### config.mk
export PLATFORM = sky130hd
export DESIGN_NAME = yee_sub2_pixel_avg_flat
export DESIGN_NICKNAME = d
export VERILOG_FILES = /design/src/rtl/yee_sub2_pixel_avg_pkg.sv /design/src/rtl/yee_sub2_pixel_avg_if.sv /design/src/rtl/yee_sub2_pixel_avg_fifo.sv /design/src/rtl/yee_sub2_pixel_avg.sv /design/src/flat_wrapper.sv
export SDC_FILE = /design/constraint.sdc
export NUM_CORES = 1
export LEC_CHECK = 0
export CAP_MARGIN = 30
export CORE_MARGIN = 4
export CORE_UTILIZATION = 55
export CTS_CLUSTER_DIAMETER = 50
export DETAILED_ROUTE_END_ITERATION = 16
export GPL_TIMING_DRIVEN = 0
export PLACE_DENSITY = 0.76
export SETUP_SLACK_MARGIN = 0.1
export SLEW_MARGIN = 20
export SYNTH_ARGS = -nofsm -noshare
export SYNTH_HDL_FRONTEND = slang
export SYNTH_SLANG_ARGS = --single-unit
### constraint.sdc
create_clock -name cp -period 4.1 [get_ports cp]
set_clock_uncertainty 0.15 [all_clocks]
set_input_delay 0.82 -clock cp [delete_from_list [all_inputs] [get_ports cp]]
set_output_delay 0.82 -clock cp [all_outputs]
set_load 0.1 [all_outputs]
### src/rtl/yee_sub2_pixel_avg_pkg.sv
// Shared types and constants for the 2:1 pixel averaging block.
package yee_pkg;

  localparam int PIX_CH_W = 8;

  // One RGB pixel; r occupies the top byte, b the bottom byte.
  typedef struct packed {
    logic [PIX_CH_W-1:0] r;
    logic [PIX_CH_W-1:0] g;
    logic [PIX_CH_W-1:0] b;
  } pixel24_t;

  localparam pixel24_t PIX_ZERO = 24'h000000;

  // Pairing FSM: nothing held, first pixel held, averaged pixel on output.
  typedef enum logic [1:0] {
    EMPTY = 2'd0,
    HALF  = 2'd1,
    FULL  = 2'd2
  } pair_state_t;

endpackage

### src/rtl/yee_sub2_pixel_avg_if.sv
// Pixel stream interface of yee_sub2_pixel_avg: upstream push side,
// downstream averaged side, flush and status.
interface yee_sub2_pixel_avg_if #(
  parameter int DEPTH = 4
) ();
  import yee_pkg::*;

  pixel24_t                   sub1_to_sub2;
  logic                       sub1_to_sub2_vld;
  logic                       sub2_rdy;
  logic                       flush;
  pixel24_t                   sub2_out_pixel;
  logic                       sub2_out_vld;
  logic                       out_rdy;
  logic [$clog2(DEPTH):0]     fifo_cnt;
  logic                       ovf_sticky;

  // Environment side: drives pixels, flush and downstream ready.
  modport master (
    output sub1_to_sub2, sub1_to_sub2_vld, flush, out_rdy,
    input  sub2_rdy, sub2_out_pixel, sub2_out_vld, fifo_cnt, ovf_sticky
  );

  // Block side.
  modport slave (
    input  sub1_to_sub2, sub1_to_sub2_vld, flush, out_rdy,
    output sub2_rdy, sub2_out_pixel, sub2_out_vld, fifo_cnt, ovf_sticky
  );
endinterface

### src/rtl/yee_sub2_pixel_avg_fifo.sv
// yee_pixel_fifo: first-word-fall-through pixel FIFO with synchronous flush.
// DEPTH must be a power of two (>= 2) so the pointers wrap for free.
module yee_pixel_fifo
  import yee_pkg::*;
#(
  parameter int DEPTH = 4
) (
  input  logic                   cp,
  input  logic                   reset,
  input  logic                   flush,
  input  logic                   push,
  input  logic                   pop,
  input  pixel24_t               wr_data,
  output pixel24_t               rd_data,
  output logic [$clog2(DEPTH):0] count,
  output logic                   full,
  output logic                   empty
);
  localparam int AW = $clog2(DEPTH);
  localparam int CW = AW + 1;

  pixel24_t        mem_r [DEPTH];
  logic [AW-1:0]   wr_ptr_r;
  logic [AW-1:0]   rd_ptr_r;
  logic [CW-1:0]   count_r;
  logic            do_push_s;
  logic            do_pop_s;

  // Qualify push/pop against occupancy; flush overrides both.
  always_comb begin
    full      = (count_r == CW'(DEPTH));
    empty     = (count_r == {CW{1'b0}});
    do_push_s = push & ~full & ~flush;
    do_pop_s  = pop & ~empty & ~flush;
  end

  // Storage write; contents are only observed after a push so no reset is needed.
  always_ff @(posedge cp) begin
    if (do_push_s) begin
      mem_r[wr_ptr_r] <= wr_data;
    end
  end

  // Pointer and occupancy tracking; simultaneous push and pop keep the count.
  always_ff @(posedge cp or negedge reset) begin
    if (!reset) begin
      wr_ptr_r <= {AW{1'b0}};
      rd_ptr_r <= {AW{1'b0}};
      count_r  <= {CW{1'b0}};
    end else if (flush) begin
      wr_ptr_r <= {AW{1'b0}};
      rd_ptr_r <= {AW{1'b0}};
      count_r  <= {CW{1'b0}};
    end else begin
      if (do_push_s) wr_ptr_r <= wr_ptr_r + AW'(1);
      if (do_pop_s)  rd_ptr_r <= rd_ptr_r + AW'(1);
      case ({do_push_s, do_pop_s})
        2'b10:   count_r <= count_r + CW'(1);
        2'b01:   count_r <= count_r - CW'(1);
        default: count_r <= count_r;
      endcase
    end
  end

  assign rd_data = mem_r[rd_ptr_r];
  assign count   = count_r;

endmodule

### src/rtl/yee_sub2_pixel_avg.sv
// yee_sub2_pixel_avg: averages consecutive pixel pairs per channel, halving
// the pixel rate. Optional macro YEE_SUB2_ROUND_EN selects round-half-up
// averaging; without it the average truncates.
module yee_sub2_pixel_avg
  import yee_pkg::*;
#(
  parameter int DEPTH = 4
) (
  input  logic                 cp,
  input  logic                 reset,
  yee_sub2_pixel_avg_if.slave  bus
);
  localparam int CW = $clog2(DEPTH) + 1;

  // Per-channel average; a 9-bit sum cannot overflow so the result fits 8 bits.
  function automatic logic [PIX_CH_W-1:0] avg_ch(input logic [PIX_CH_W-1:0] a,
                                                 input logic [PIX_CH_W-1:0] b);
    logic [PIX_CH_W:0] sum;
`ifdef YEE_SUB2_ROUND_EN
    sum = {1'b0, a} + {1'b0, b} + {{PIX_CH_W{1'b0}}, 1'b1};
`else
    sum = {1'b0, a} + {1'b0, b};
`endif
    return sum[PIX_CH_W:1];
  endfunction

  function automatic pixel24_t avg_pix(input pixel24_t a, input pixel24_t b);
    pixel24_t res;
    res.r = avg_ch(a.r, b.r);
    res.g = avg_ch(a.g, b.g);
    res.b = avg_ch(a.b, b.b);
    return res;
  endfunction

  pixel24_t      head_s;
  logic [CW-1:0] cnt_s;
  logic          full_s;
  logic          empty_s;
  logic          push_s;
  logic          pop_s;
  pair_state_t   state_r;
  pixel24_t      first_r;
  pixel24_t      out_pixel_r;
  logic          out_vld_r;
  logic          ovf_r;

  yee_pixel_fifo #(.DEPTH(DEPTH)) u_fifo (
    .cp      (cp),
    .reset   (reset),
    .flush   (bus.flush),
    .push    (push_s),
    .pop     (pop_s),
    .wr_data (bus.sub1_to_sub2),
    .rd_data (head_s),
    .count   (cnt_s),
    .full    (full_s),
    .empty   (empty_s)
  );

  // Handshake decode: the FSM takes a pixel whenever it has room for one.
  always_comb begin
    push_s = bus.sub1_to_sub2_vld & ~full_s;
    case (state_r)
      EMPTY:   pop_s = ~empty_s;
      HALF:    pop_s = ~empty_s;
      FULL:    pop_s = ~empty_s & bus.out_rdy;
      default: pop_s = 1'b0;
    endcase
  end

  // Pairing FSM: latch first pixel, average with second, hold until accepted.
  always_ff @(posedge cp or negedge reset) begin
    if (!reset) begin
      state_r     <= EMPTY;
      first_r     <= PIX_ZERO;
      out_pixel_r <= PIX_ZERO;
      out_vld_r   <= 1'b0;
    end else if (bus.flush) begin
      state_r     <= EMPTY;
      first_r     <= PIX_ZERO;
      out_pixel_r <= PIX_ZERO;
      out_vld_r   <= 1'b0;
    end else begin
      case (state_r)
        EMPTY: begin
          if (!empty_s) begin
            first_r <= head_s;
            state_r <= HALF;
          end
        end
        HALF: begin
          if (!empty_s) begin
            out_pixel_r <= avg_pix(first_r, head_s);
            out_vld_r   <= 1'b1;
            state_r     <= FULL;
          end
        end
        FULL: begin
          if (bus.out_rdy) begin
            out_vld_r <= 1'b0;
            if (!empty_s) begin
              first_r <= head_s;
              state_r <= HALF;
            end else begin
              state_r <= EMPTY;
            end
          end
        end
        default: begin
          state_r   <= EMPTY;
          out_vld_r <= 1'b0;
        end
      endcase
    end
  end

  // Sticky overflow flag: a pixel offered while the FIFO is full.
  always_ff @(posedge cp or negedge reset) begin
    if (!reset) begin
      ovf_r <= 1'b0;
    end else if (bus.flush) begin
      ovf_r <= 1'b0;
    end else if (bus.sub1_to_sub2_vld && full_s) begin
      ovf_r <= 1'b1;
    end
  end

  assign bus.sub2_rdy       = ~full_s;
  assign bus.fifo_cnt       = cnt_s;
  assign bus.sub2_out_pixel = out_pixel_r;
  assign bus.sub2_out_vld   = out_vld_r;
  assign bus.ovf_sticky     = ovf_r;

endmodule

### src/flat_wrapper.sv
// flat-port wrapper written by rule: the top's interface ports become plain ports
module yee_sub2_pixel_avg_flat import yee_pkg::*;
#(
  parameter int DEPTH = 4
)
  (cp, reset, bus_sub1_to_sub2, bus_sub1_to_sub2_vld, bus_flush, bus_out_rdy, bus_sub2_rdy, bus_sub2_out_pixel, bus_sub2_out_vld, bus_fifo_cnt, bus_ovf_sticky);
  yee_sub2_pixel_avg_if #(.DEPTH(DEPTH)) bus_i ();
  input  logic cp;
  input  logic reset;
  input wire logic [$bits(bus_i.sub1_to_sub2)-1:0] bus_sub1_to_sub2;
  input wire logic [$bits(bus_i.sub1_to_sub2_vld)-1:0] bus_sub1_to_sub2_vld;
  input wire logic [$bits(bus_i.flush)-1:0] bus_flush;
  input wire logic [$bits(bus_i.out_rdy)-1:0] bus_out_rdy;
  output wire logic [$bits(bus_i.sub2_rdy)-1:0] bus_sub2_rdy;
  output wire logic [$bits(bus_i.sub2_out_pixel)-1:0] bus_sub2_out_pixel;
  output wire logic [$bits(bus_i.sub2_out_vld)-1:0] bus_sub2_out_vld;
  output wire logic [$bits(bus_i.fifo_cnt)-1:0] bus_fifo_cnt;
  output wire logic [$bits(bus_i.ovf_sticky)-1:0] bus_ovf_sticky;
  assign bus_i.sub1_to_sub2 = bus_sub1_to_sub2;
  assign bus_i.sub1_to_sub2_vld = bus_sub1_to_sub2_vld;
  assign bus_i.flush = bus_flush;
  assign bus_i.out_rdy = bus_out_rdy;
  assign bus_sub2_rdy = bus_i.sub2_rdy;
  assign bus_sub2_out_pixel = bus_i.sub2_out_pixel;
  assign bus_sub2_out_vld = bus_i.sub2_out_vld;
  assign bus_fifo_cnt = bus_i.fifo_cnt;
  assign bus_ovf_sticky = bus_i.ovf_sticky;
  yee_sub2_pixel_avg #(.DEPTH(DEPTH)) u_core (.cp(cp), .reset(reset), .bus(bus_i));
endmodule
### Word-level counts from Yosys, hierarchy flattened

Memory sizes are Yosys's and may differ from the RTL's.
Cells that the tools add are included.

* bitwise operators: 9
* add/subtract/negate cells: 7
* reduce and logical (&&, ||, !) cells: 14
* multiplexer cells: 28
* eq/ne operators: 10

Operators by type and width (count)
* two-way mux 24 bit: 6
* one-hot mux 24 bit (2 select lines): 1
* adder 8 x 8 -> 9 bit: 3
* two-way mux 2 bit: 8
* inequality test 3 bit (second input constant): 3
* two-way mux 1 bit: 8
* nonzero test 2 bit: 4
* AND 1 bit: 6
* one-hot mux 2 bit (3 select lines): 1
* one-hot mux 3 bit (2 select lines): 1
* AND reduction 3 bit: 2
* nonzero test 3 bit: 2
* adder 2 x 1 -> 2 bit (second input constant): 2
* equality test 2 x 1 -> 1 bit (second input constant): 2
* equality test 2 bit (second input constant): 2
* inequality test 2 bit (second input constant): 2
* AND reduction 2 bit: 2
* adder 3 x 1 -> 3 bit (second input constant): 1
* equality test 3 bit (second input constant): 1
* zero test 3 bit: 1
* two-way mux 3 bit: 1
* inverter 1 bit: 3
* one-hot mux 1 bit (3 select lines): 1
* subtractor 3 x 1 -> 3 bit (second input constant): 1
* 4 further kinds: 4

* input bits: 29
* memories kept: 1
* bits in registers: 59
* output and inout bits: 30
* word-level logic and storage cells: 81
* bits in writable memories: 96

Memory list
* u_core.u_fifo.mem_r: depth 4, bits a word 24, rd ports 1, clocked after Yosys merged registers in 0, wr ports 1, RTL line yee_sub2_pixel_avg_fifo.sv:22 `pixel24_t mem_r [DEPTH];`

### Logic depth before layout (Yosys ltp)

Gate-level depths: netlist of the first run.

* word-level depth: 9
* gate-level depth with buffers: 11
* depth with buffers taken out: 9

### Hierarchy

Synthesis of the first run repeated with hierarchy kept, for this count alone.

* cell total of the unflattened synthesis: 500
* area, all modules: 6929.1 µm²

Modules (own cells, without submodules)
* yee_pixel_fifo: times used 1, seq. area each 3057.9 µm², area each 4025.1 µm², cells an instance 190
* yee_sub2_pixel_avg: times used 1, seq. area each 1301.2 µm², area each 2904.0 µm², cells an instance 310

### Least setup slack after synthesis of the first run

Ideal clock, no wire load.

* path type: reg-to-reg
* start: reg u_core.u_fifo.count_r[2] (netlist: u_core.u_fifo.count[2])
* end: reg u_core.u_fifo.count_r[2] (netlist: u_core.u_fifo.count[2])
* period minus slack after synthesis: 3.402 ns
* setup slack: 0.698 ns
* path buffers: 0
* arrival: 3.120 ns
* required time: 3.818 ns
* setup time: 0.132 ns
* stages on the path, launching flop included: 10
* cells stage by stage: dfrtp_1 > or3b_2 > nand2_1 > nand2_1 > nor2_1 > fa_1 > or3b_2 > o21ai_0 > xnor2_1 > nor2_1

* elaborated cells between the ends (all ways): 18
* those cells by class: 2 x add/sub; 3 x eq/ne; 3 x mux; 8 x bitwise; 2 x reduce/logical

RTL lines
* start, declared: RTL line yee_sub2_pixel_avg_fifo.sv:25 `logic [CW-1:0] count_r;`
* start signal, assigned: RTL line yee_sub2_pixel_avg_fifo.sv:49 `count_r <= {CW{1'b0}};`
* start signal, assigned: RTL line yee_sub2_pixel_avg_fifo.sv:53 `count_r <= {CW{1'b0}};`
* start signal, assigned: RTL line yee_sub2_pixel_avg_fifo.sv:58 `2'b10: count_r <= count_r + CW'(1);`
* equality test 3 bit (*): RTL line yee_sub2_pixel_avg_fifo.sv:31 `full = (count_r == CW'(DEPTH));`
* inverter 1 bit (*)
* named net bus_sub2_rdy: RTL line flat_wrapper.sv:14 `output wire logic [$bits(bus_i.sub2_rdy)-1:0] bus_sub2_rdy;`
* AND 1 bit: RTL line yee_sub2_pixel_avg.sv:62 `push_s = bus.sub1_to_sub2_vld & ~full_s;`
* AND 1 bit (*) (2 in series): RTL line yee_sub2_pixel_avg_fifo.sv:33 `do_push_s = push & ~full & ~flush;`
* equality test 2 x 1 -> 1 bit / equality test 2 bit (equally long branches): RTL line yee_sub2_pixel_avg_fifo.sv:57 `case ({do_push_s, do_pop_s})`
* one-hot mux 3 bit (2 select lines): RTL line yee_sub2_pixel_avg_fifo.sv:57
* two-way mux 3 bit: RTL line yee_sub2_pixel_avg_fifo.sv:50 `end else if (flush) begin`

Mark *: on every way through the listed nets, which the timed path passes. The rest lies on a longest branch.
A chain may end at the register's enable or synchronous reset.

### Final worst setup path of the first run

* start: reg u_core.u_fifo.rd_ptr_r[0]
* end: reg u_core.out_pixel_r (netlist bit u_core.bus.sub2_out_pixel[22])

* longest elaborated chain between the ends: 5

RTL lines
* start, declared: RTL line yee_sub2_pixel_avg_fifo.sv:24 `logic [AW-1:0] rd_ptr_r;`
* start signal, assigned: RTL line yee_sub2_pixel_avg_fifo.sv:48 `rd_ptr_r <= {AW{1'b0}};`
* start signal, assigned: RTL line yee_sub2_pixel_avg_fifo.sv:52 `rd_ptr_r <= {AW{1'b0}};`
* start signal, assigned: RTL line yee_sub2_pixel_avg_fifo.sv:56 `if (do_pop_s) rd_ptr_r <= rd_ptr_r + AW'(1);`
* memory (4 x 24 bit)
* adder 8 x 8 -> 9 bit: RTL line yee_sub2_pixel_avg.sv:22 `sum = {1'b0, a} + {1'b0, b};`
* two-way mux 24 bit: RTL line yee_sub2_pixel_avg.sv:92 `if (!empty_s) begin`
* two-way mux 24 bit: RTL line yee_sub2_pixel_avg.sv:84 `case (state_r)`
* two-way mux 24 bit: RTL line yee_sub2_pixel_avg.sv:78 `end else if (bus.flush) begin`
* end signal, assigned: RTL line yee_sub2_pixel_avg.sv:93 `out_pixel_r <= avg_pix(first_r, head_s);`
* end, declared: RTL line yee_sub2_pixel_avg.sv:43 `pixel24_t out_pixel_r;`

Every way passes these cells. The select of a mux whose other input is x is not followed.

==> impl_results.md, run 1 <==
- Worst Path Max Fanout: 10
- # fillers: 837
- Top-area cell type share of the netlist area: 0.424
- Clk root buf: clkbuf_16
- Post-CTS Hold Buffers: 0
- Post-CTS Resized: 0
- Fmax: 279 MHz
- WL final: 13,500 µm
- First-pass GRT wire length: 22,100 µm
- Fin crit share: 0.875
- IR Drop Worst-Case VDD: 412 µV
- Critical path launch point type: register
- Synth unique cells: 39
- Setup TNS: 0 ps
- Layout Nets: 627
- Hold Path Class: primary input to asynchronous set/reset pin
- Placeable Area: 12,100 µm²
- Final Hold Viols: 0
- RD Place Congestion: 0.802
- CP top delay family: compound AO/OA/AOI/OAI gates
- CTS tree: built
- RSZ-0062 raised after global routing: false
- Dominant synthesized flop cell: edfxtp_1
- Synth Area per Inst: 13.8 µm²
- HPWL Detailed: 9080 µm
- CP cell instances: buf_6 > buf_1 > mux4_2 > ha_1 > a211o_1 > or3_1 > a31oi_1 > nor4b_1 > a211o_1
- Io pins: 59
- CP Data Required Time: 4250 ps
- Vias: 4,164
- Synth Register Bits: 155
- Actual slew at the worst max-slew pin: 1020 ps
- Syn-to-layout area delta: 20.7%
- Rel. slew slack: 0.316
- Cell Area, Synth: 6800 µm²
- R2R Path Start: u_core.u_fifo.rd_ptr_r[0]
- Max Slew Vio Count: 0
- Die height: 119 µm
- Wire per inst: 18.0 µm
- Static leakage: 3.11 nW
- Die area: 14,200 µm²
- Max cap viols: 0
- Initial antenna violation count: 0
- Starting density of the core: 0.563
- Initial DRC count: 352
- Grt ovf: 0
- Cell area power density: 755 nW/µm²
- Port Buffers: 58
- CTS sink count: 155
- ANT nets after route: 0
- Vias in the first global route: 4,263
- Clock transition at the registers of the reported paths: 60 ps
- Sequential fraction of the synthesis area: 0.642
- Total power: 6.20 mW
- Outcome: completed
- Post-synth EDFFs: 96
- CP max-delay cell: mux4_2
- Synth area leader: edfxtp_1
- Mapped Cells: 491
- R2R setup slack: 510 ps
- Num CTS Buffers: 17
- Final instance area: 8200 µm²
- Drt drc: 0
- Post-Syn Nets: 549
- Max clock buf depth: 2
- H-Tree Depth: 4
- Asr flop ratio synth: 0.381
- Setup Buffers After CTS: 0
- Total GRT Usage: 0.202
- Synth area leaders: edfxtp_1 42%, dfrtp_1 22%, mux4_2 7.6%, ha_1 4.6%, nand2_1 4.4%
- Critical Path End Type: register
- Area post-placement: 7620 µm²
- Largest net degree at the start of global routing: 54
- Synth warn: 0
- Critical Path AT: 3740 ps
- Number of diodes: 0
- DRT Pass-1 Iters: 5
- Buf/Inv on CP: 2
- Worst R2R End: u_core.bus.sub2_out_pixel[22]
- Layout cell share with drive strength beyond 1: 0.119
- Most frequent cell after synthesis: edfxtp_1
- Horiz. Die Dim: 119 µm
- Core Util, Final: 0.680
- Clock Latency Late Sink: 410 ps
- Drt via density: 5.55
- Setup CP Type: register to register
- Tmin final: 3590 ps
- CP dominant cell by count: a211o_1
- List of most frequent post-synthesis cells: 96 x edfxtp_1, 79 x nand2_1, 59 x dfrtp_1, 40 x a21oi_1, 28 x o21ai_0
- R2R depth: 9
- Slowest stage delay, CP: 610 ps
- Site Rows: 40
- Final setup vio count: 0
## area by class of cell
type                            instances  area (µm²)  area share
Clock inverter                         12         140      0.0171
Buffer                                 20        85.1      0.0104
Clock buffer                           20         447      0.0545
Tap cell                              168         210      0.0256
Sequential cell                       155        4360       0.531
Timing Repair Buffer                   59         606      0.0738
Inverter                                9        33.8     0.00412
Multi-Input combinational cell        307        2320       0.283
## stage by stage
step	cells	setup slack [ps]	hold WS, ps
2_1_floorplan	491	698	357
3_3_place_gp	717	186	313
3_5_place_dp	718	450	320
5_1_grt	750	207	63.6
6_report	750	514	73.6
4_1_cts	750	461	63.4
## worst reg2reg max path: cells and delay by family (launching register included)
family                     cells  cell delay (ps)
adders and majority gates      1              380
muxes                          1              620
DFF                            1              340
and+or+nand+nor                2              440
AOI/OAI and AO/OA              3              800
buffers and inverters          2              750
## layout by cell type (no fill, tap or decap), types with 4 or more instances in the layout
cell	netlist	layout
ha_1	25	25
nor2b_1	4	4
a31o_2	5	5
edfxtp_1	96	96
clkbuf_1	16	18
clkbuf_16	0	17
a31oi_1	5	5
dfrtp_1	59	59
nor3_1	6	6
nor2_1	17	17
a21oi_1	40	40
nand2_1	79	79
nand2b_1	9	9
inv_1	9	9
and2_2	0	4
o21ai_0	28	28
mux4_2	23	23
clkdlybuf4s50_1	0	57
xnor2_1	9	9
xor2_1	14	14
or3_1	5	5
fa_1	4	4
## layer usage
layer,global-route usage,part of all wire,vias to the layer above
met4,0.0666,0.019,0
met2,0.332,0.50,133
met5,0,0,-
met3,0.0489,0.068,24
met1,0.268,0.41,2029
li1,-,-,1978
## flip-flops by register name (all words and copies together), names as in the netlist
signal and cells:
u_core.bus.ovf_sticky 1, u_core.bus.sub2_out_pixel 24, u_core.bus.sub2_out_vld 1, u_core.first_r 24, u_core.state_r 2, u_core.u_fifo.count 3, u_core.u_fifo.mem_r 96, u_core.u_fifo.rd_ptr_r 2
u_core.u_fifo.wr_ptr_r 2
## cell families (layout without fill, tap and decap cells)
group / Yosys count / after routing / share of synthesized area
adder cells (fa/ha/maj): 29 / 29 / 0.0578
XOR/XNOR: 23 / 23 / 0.0296
multiplexers: 26 / 26 / 0.0830
AND/OR/NAND/NOR: 131 / 131 / 0.0856
buffers and inverters: 29 / 120 / 0.0175
AO/OA/AOI/OAI: 98 / 98 / 0.0849
flip-flops: 155 / 155 / 0.642
## where the power goes
part	internal, mW	total [mW]	switching, mW
clock	0.920	1.54	0.620
sequential	1.91	2.06	0.144
combinational	0.945	2.60	1.66
## worst max path at each step
stage / startpoint / end / slack, ps / cells after the start
floorplan: u_core.u_fifo.count[2] / u_core.u_fifo.count[2] / 700 / 9
global placement: reset / u_core.u_fifo.wr_ptr_r[0] / 190 / 1
detailed placement: u_core.u_fifo.rd_ptr_r[0] / u_core.bus.sub2_out_pixel[22] / 450 / 9
CTS: u_core.u_fifo.rd_ptr_r[0] / u_core.bus.sub2_out_pixel[22] / 460 / 9
global route: u_core.u_fifo.rd_ptr_r[0] / u_core.bus.sub2_out_pixel[22] / 210 / 9
finish: u_core.u_fifo.rd_ptr_r[0] / u_core.bus.sub2_out_pixel[22] / 510 / 9
No activity file was read; power rests on OpenSTA's default activity.
==> inputs of run 2 (changes only) <==
--- a/config.mk
+++ b/config.mk
@@ -12,8 +12,9 @@
 export DETAILED_ROUTE_END_ITERATION = 16
 export GPL_TIMING_DRIVEN = 0
 export PLACE_DENSITY = 0.76
-export SETUP_SLACK_MARGIN = 0.1
+export SETUP_SLACK_MARGIN = 0.02
 export SLEW_MARGIN = 20
 export SYNTH_ARGS = -nofsm -noshare
 export SYNTH_HDL_FRONTEND = slang
+export SYNTH_HIERARCHICAL = 1
 export SYNTH_SLANG_ARGS = --single-unit
==> run 2 against run 1 <==
Against the previous run: area after synthesis increased by 2.0%; worst hold slack improved by 80 ps; combinational power about the same; maximum frequency increased by 5.7%; global-route usage decreased by 0.18 points; sequential power increased by 2%; via count increased by 4.0%; critical path type is now register to output port; largest cell class unchanged; largest power group unchanged.
==> impl_results.md, run 2 <==
- Outcome: completed
- Cell Area, Synth: 6930 µm² (+2.0%)
- Worst Path Max Fanout: 10 (unchanged)
- Most frequent cell after synthesis: edfxtp_1
- Placed cells: 727 (+1.3%)
- WL final: 13,400 µm (-0.56%)
- Sequential fraction of the synthesis area: 0.629 (-0.0124)
- Clock Latency Late Sink: 420 ps (about the same)
- Post-CTS Hold Buffers: 0 (unchanged)
- Layout Nets: 636 (+1.4%)
- Placeable Area: 12,200 µm² (+0.83%)
- Largest Register: u_core/u_fifo/mem_r
- # fillers: 858 (+2.5%)
- Post-route insts no fill: 759 (+1.2%)
- Starting density of the core: 0.570 (+0.00637)
- Most frequent cells in the layout: 96 x edfxtp_1, 77 x nand2_1, 59 x dfrtp_1, 57 x clkdlybuf4s50_1, 39 x a21oi_1
- Post-CTS Resized: 0 (unchanged)
- HPWL Detailed: 9340 µm (+2.9%)
- Buf/Inv on CP: 2 (unchanged)
- Commonest non-fill, non-tap cell in the layout: edfxtp_1
- Layout cell share with drive strength beyond 1: 0.146 (+0.0270)
- Io pins: 59 (unchanged)
- Site Rows: 40 (unchanged)
- Dominant synthesized flop cell: edfxtp_1
- Synth Register Bits: 155 (unchanged)
- Final setup vio count: 0 (unchanged)
- Critical Path End Type: output port
- Port Buffers: 58 (unchanged)
- Synth Area per Inst: 13.9 µm² (+0.13%)
- Static leakage: 3.15 nW (+1.3%)
- Actual slew at the worst max-slew pin: 968 ps (-54.9 ps)
- Setup Buffers After CTS: 0 (unchanged)
- Num CTS Buffers: 17 (unchanged)
- Fin crit share: 0.828 (-0.0470)
- Critical Path AT: 2420 ps (-1320 ps)
- RD Place Congestion: 0.822 (+2.5%)
- Die area: 14,500 µm² (+1.8%)
- IR Drop Worst-Case VDD: 337 µV (-18%)
- RSZ-0062 raised after global routing: false
- Max Slew Vio Count: 0 (unchanged)
- Largest net degree at the start of global routing: 36 (-33%)
- Max clock buf depth: 2 (unchanged)
- Synth warn: 6 (+6)
- CP top delay family: buffers and inverters
- Initial DRC count: 348 (-1.1%)
- Core Util, Final: 0.684 (+0.00366)
- Cell area power density: 744 nW/µm² (-1.4%)
- CP Data Required Time: 3130 ps (-1120 ps)
- CP max-delay cell: clkdlybuf4s50_1
- Tmin final: 3390 ps (-193 ps)
- Total GRT Usage: 0.201 (-0.00181)
- Asr flop ratio synth: 0.381 (unchanged)
- Rel. slew slack: 0.353 (+0.0367)
- Post-synth EDFFs: 96 (unchanged)
- Critical path launch point type: register
- Fmax: 295 MHz (+5.7%)
- Synth area leaders: edfxtp_1 42%, dfrtp_1 21%, mux4_2 7.8%, ha_1 4.5%, nand2_1 4.2%
- Vias in the first global route: 4,308 (+1.1%)
- Clk root buf: clkbuf_16
- Setup slack after layout: 707 ps (+193 ps)
- Drt drc: 0 (unchanged)
- Wire per inst: 17.7 µm (-1.7%)
- Syn-to-layout area delta: 20.0%
- Top-area cell type share of the netlist area: 0.416 (-0.00820)
- Synth area leader: edfxtp_1
- Final Hold Viols: 0 (unchanged)
- Clock transition at the registers of the reported paths: 60 ps (about the same)
- Number of diodes: 0 (unchanged)
- Synth unique cells: 49 (+26%)
- Post-Syn Nets: 558 (+1.6%)
- Max reg flops: 96 (unchanged)
- Register area: 4360 µm² (unchanged)
- Max cap viols: 0 (unchanged)
- Hold Path Class: primary input to asynchronous set/reset pin
- Initial antenna violation count: 0 (unchanged)
- First-pass GRT wire length: 22,100 µm (unchanged)
- Setup TNS: 0 ps (unchanged)
- List of most frequent post-synthesis cells: 96 x edfxtp_1, 77 x nand2_1, 59 x dfrtp_1, 39 x a21oi_1, 25 x ha_1
- Mapped Cells: 500 (+1.8%)
- CP cell instances: nand2b_1 > nor2_1 > inv_1 > clkdlybuf4s50_1
- CTS sink count: 155 (unchanged)
- Grt ovf: 0 (unchanged)
- Die height: 120 µm (+0.91%)
- Slowest stage delay, CP: 970 ps (+360 ps)
- CTS tree: built
- ANT nets after route: 0 (unchanged)
- Vias: 4,330 (+4.0%)
- Drt via density: 5.70 (+2.8%)
- Worst slack, placed: 814 ps (+364 ps)
- DRT Pass-1 Iters: 5 (unchanged)
- Multi-input logic area: 2410 µm² (+4.0%)
- Setup CP Type: register to output port
- Horiz. Die Dim: 120 µm (+0.91%)
- H-Tree Depth: 4 (unchanged)
## run 2: cell types whose count changed in the layout (fill, tap and decap cells not counted), moves of 4 or more
| cell | before | now |
|---|---|---|
| xor2_1 | 14 | 8 |
| a22o_1 | 3 | 7 |
| buf_2 | 2 | 14 |
| nand4_1 | 0 | 9 |
| a31o_2 | 5 | 0 |
| clkbuf_1 | 18 | 5 |
| o21ai_0 | 28 | 23 |
| o21a_1 | 3 | 8 |
| o31a_1 | 0 | 4 |
| xnor2_1 | 9 | 2 |
| a31oi_1 | 5 | 0 |
## run 2: path summary, 6_finish.rpt
| path | startpoint | to | slack, ps | cells after the start |
|---|---|---|---|---|
| setup / recovery | u_core/u_fifo/count[1] | bus_sub2_rdy | 710 | 4 |
| hold / removal | reset | u_core/first_r[1] | 150 | 1 |
| setup reg to reg | u_core/u_fifo/rd_ptr_r[0] | u_core/bus.sub2_out_pixel[21] | 940 | 10 |
| hold reg to reg | u_core/bus.sub2_out_pixel[1] | u_core/bus.sub2_out_pixel[1] | 320 | 2 |
| max in group asynchronous | reset | u_core/u_fifo/wr_ptr_r[1] | 3140 | 2 |
| min in group cp | u_core/bus.sub2_out_pixel[1] | u_core/bus.sub2_out_pixel[1] | 320 | 2 |
## run 2: layer usage
metal / track usage / vias to the layer above / routed length, µm
met5: 0 / - / 0
met4: 0.0793 / 0 / 259
met3: 0.0454 / 21 / 813
met2: 0.323 / 156 / 6460
met1: 0.268 / 2114 / 5910
li1: - / 2039 / -
## run 2: cells by family (layout without fill, tap and decap cells)
kind of cell / count (synthesis) / count (layout) / share of synthesized area
AO/OA/AOI/OAI: 115 / 115 / 0.111
buffers and inverters: 32 / 123 / 0.0231
XOR/XNOR: 10 / 10 / 0.0126
AND/OR/NAND/NOR: 134 / 134 / 0.0879
flip-flops: 155 / 155 / 0.629
adder cells (fa/ha/maj): 29 / 29 / 0.0567
multiplexers: 25 / 25 / 0.0795
## run 2: layout make-up
class                   count  share of cell area
plain buffers              23              0.0152
clock buffers              18              0.0516
clock inverters            14              0.0173
inverters                   9             0.00406
multi-input cells         313               0.290
flip-flops and latches    155               0.524
well taps                 168              0.0253
repair buffers             59              0.0719
## run 2: power breakdown
group / total [mW] / switching [mW] / internal, mW / leakage [nW]
combinational: 2.57 / 1.69 / 0.879 / 1.20
sequential: 2.11 / 0.153 / 1.96 / 1.68
clock: 1.51 / 0.614 / 0.898 / 0.275
## run 2: stage by stage
stage | cell area, µm² | power (mW) | hold slack, ps
2_1_floorplan | 6930 | 4.06 | 356
3_3_place_gp | 7720 | 4.62 | 313
3_5_place_dp | 7740 | 4.69 | 319
4_1_cts | 8320 | 6.22 | 150
5_1_grt | 8320 | 6.56 | 161
6_report | 8320 | 6.19 | 154
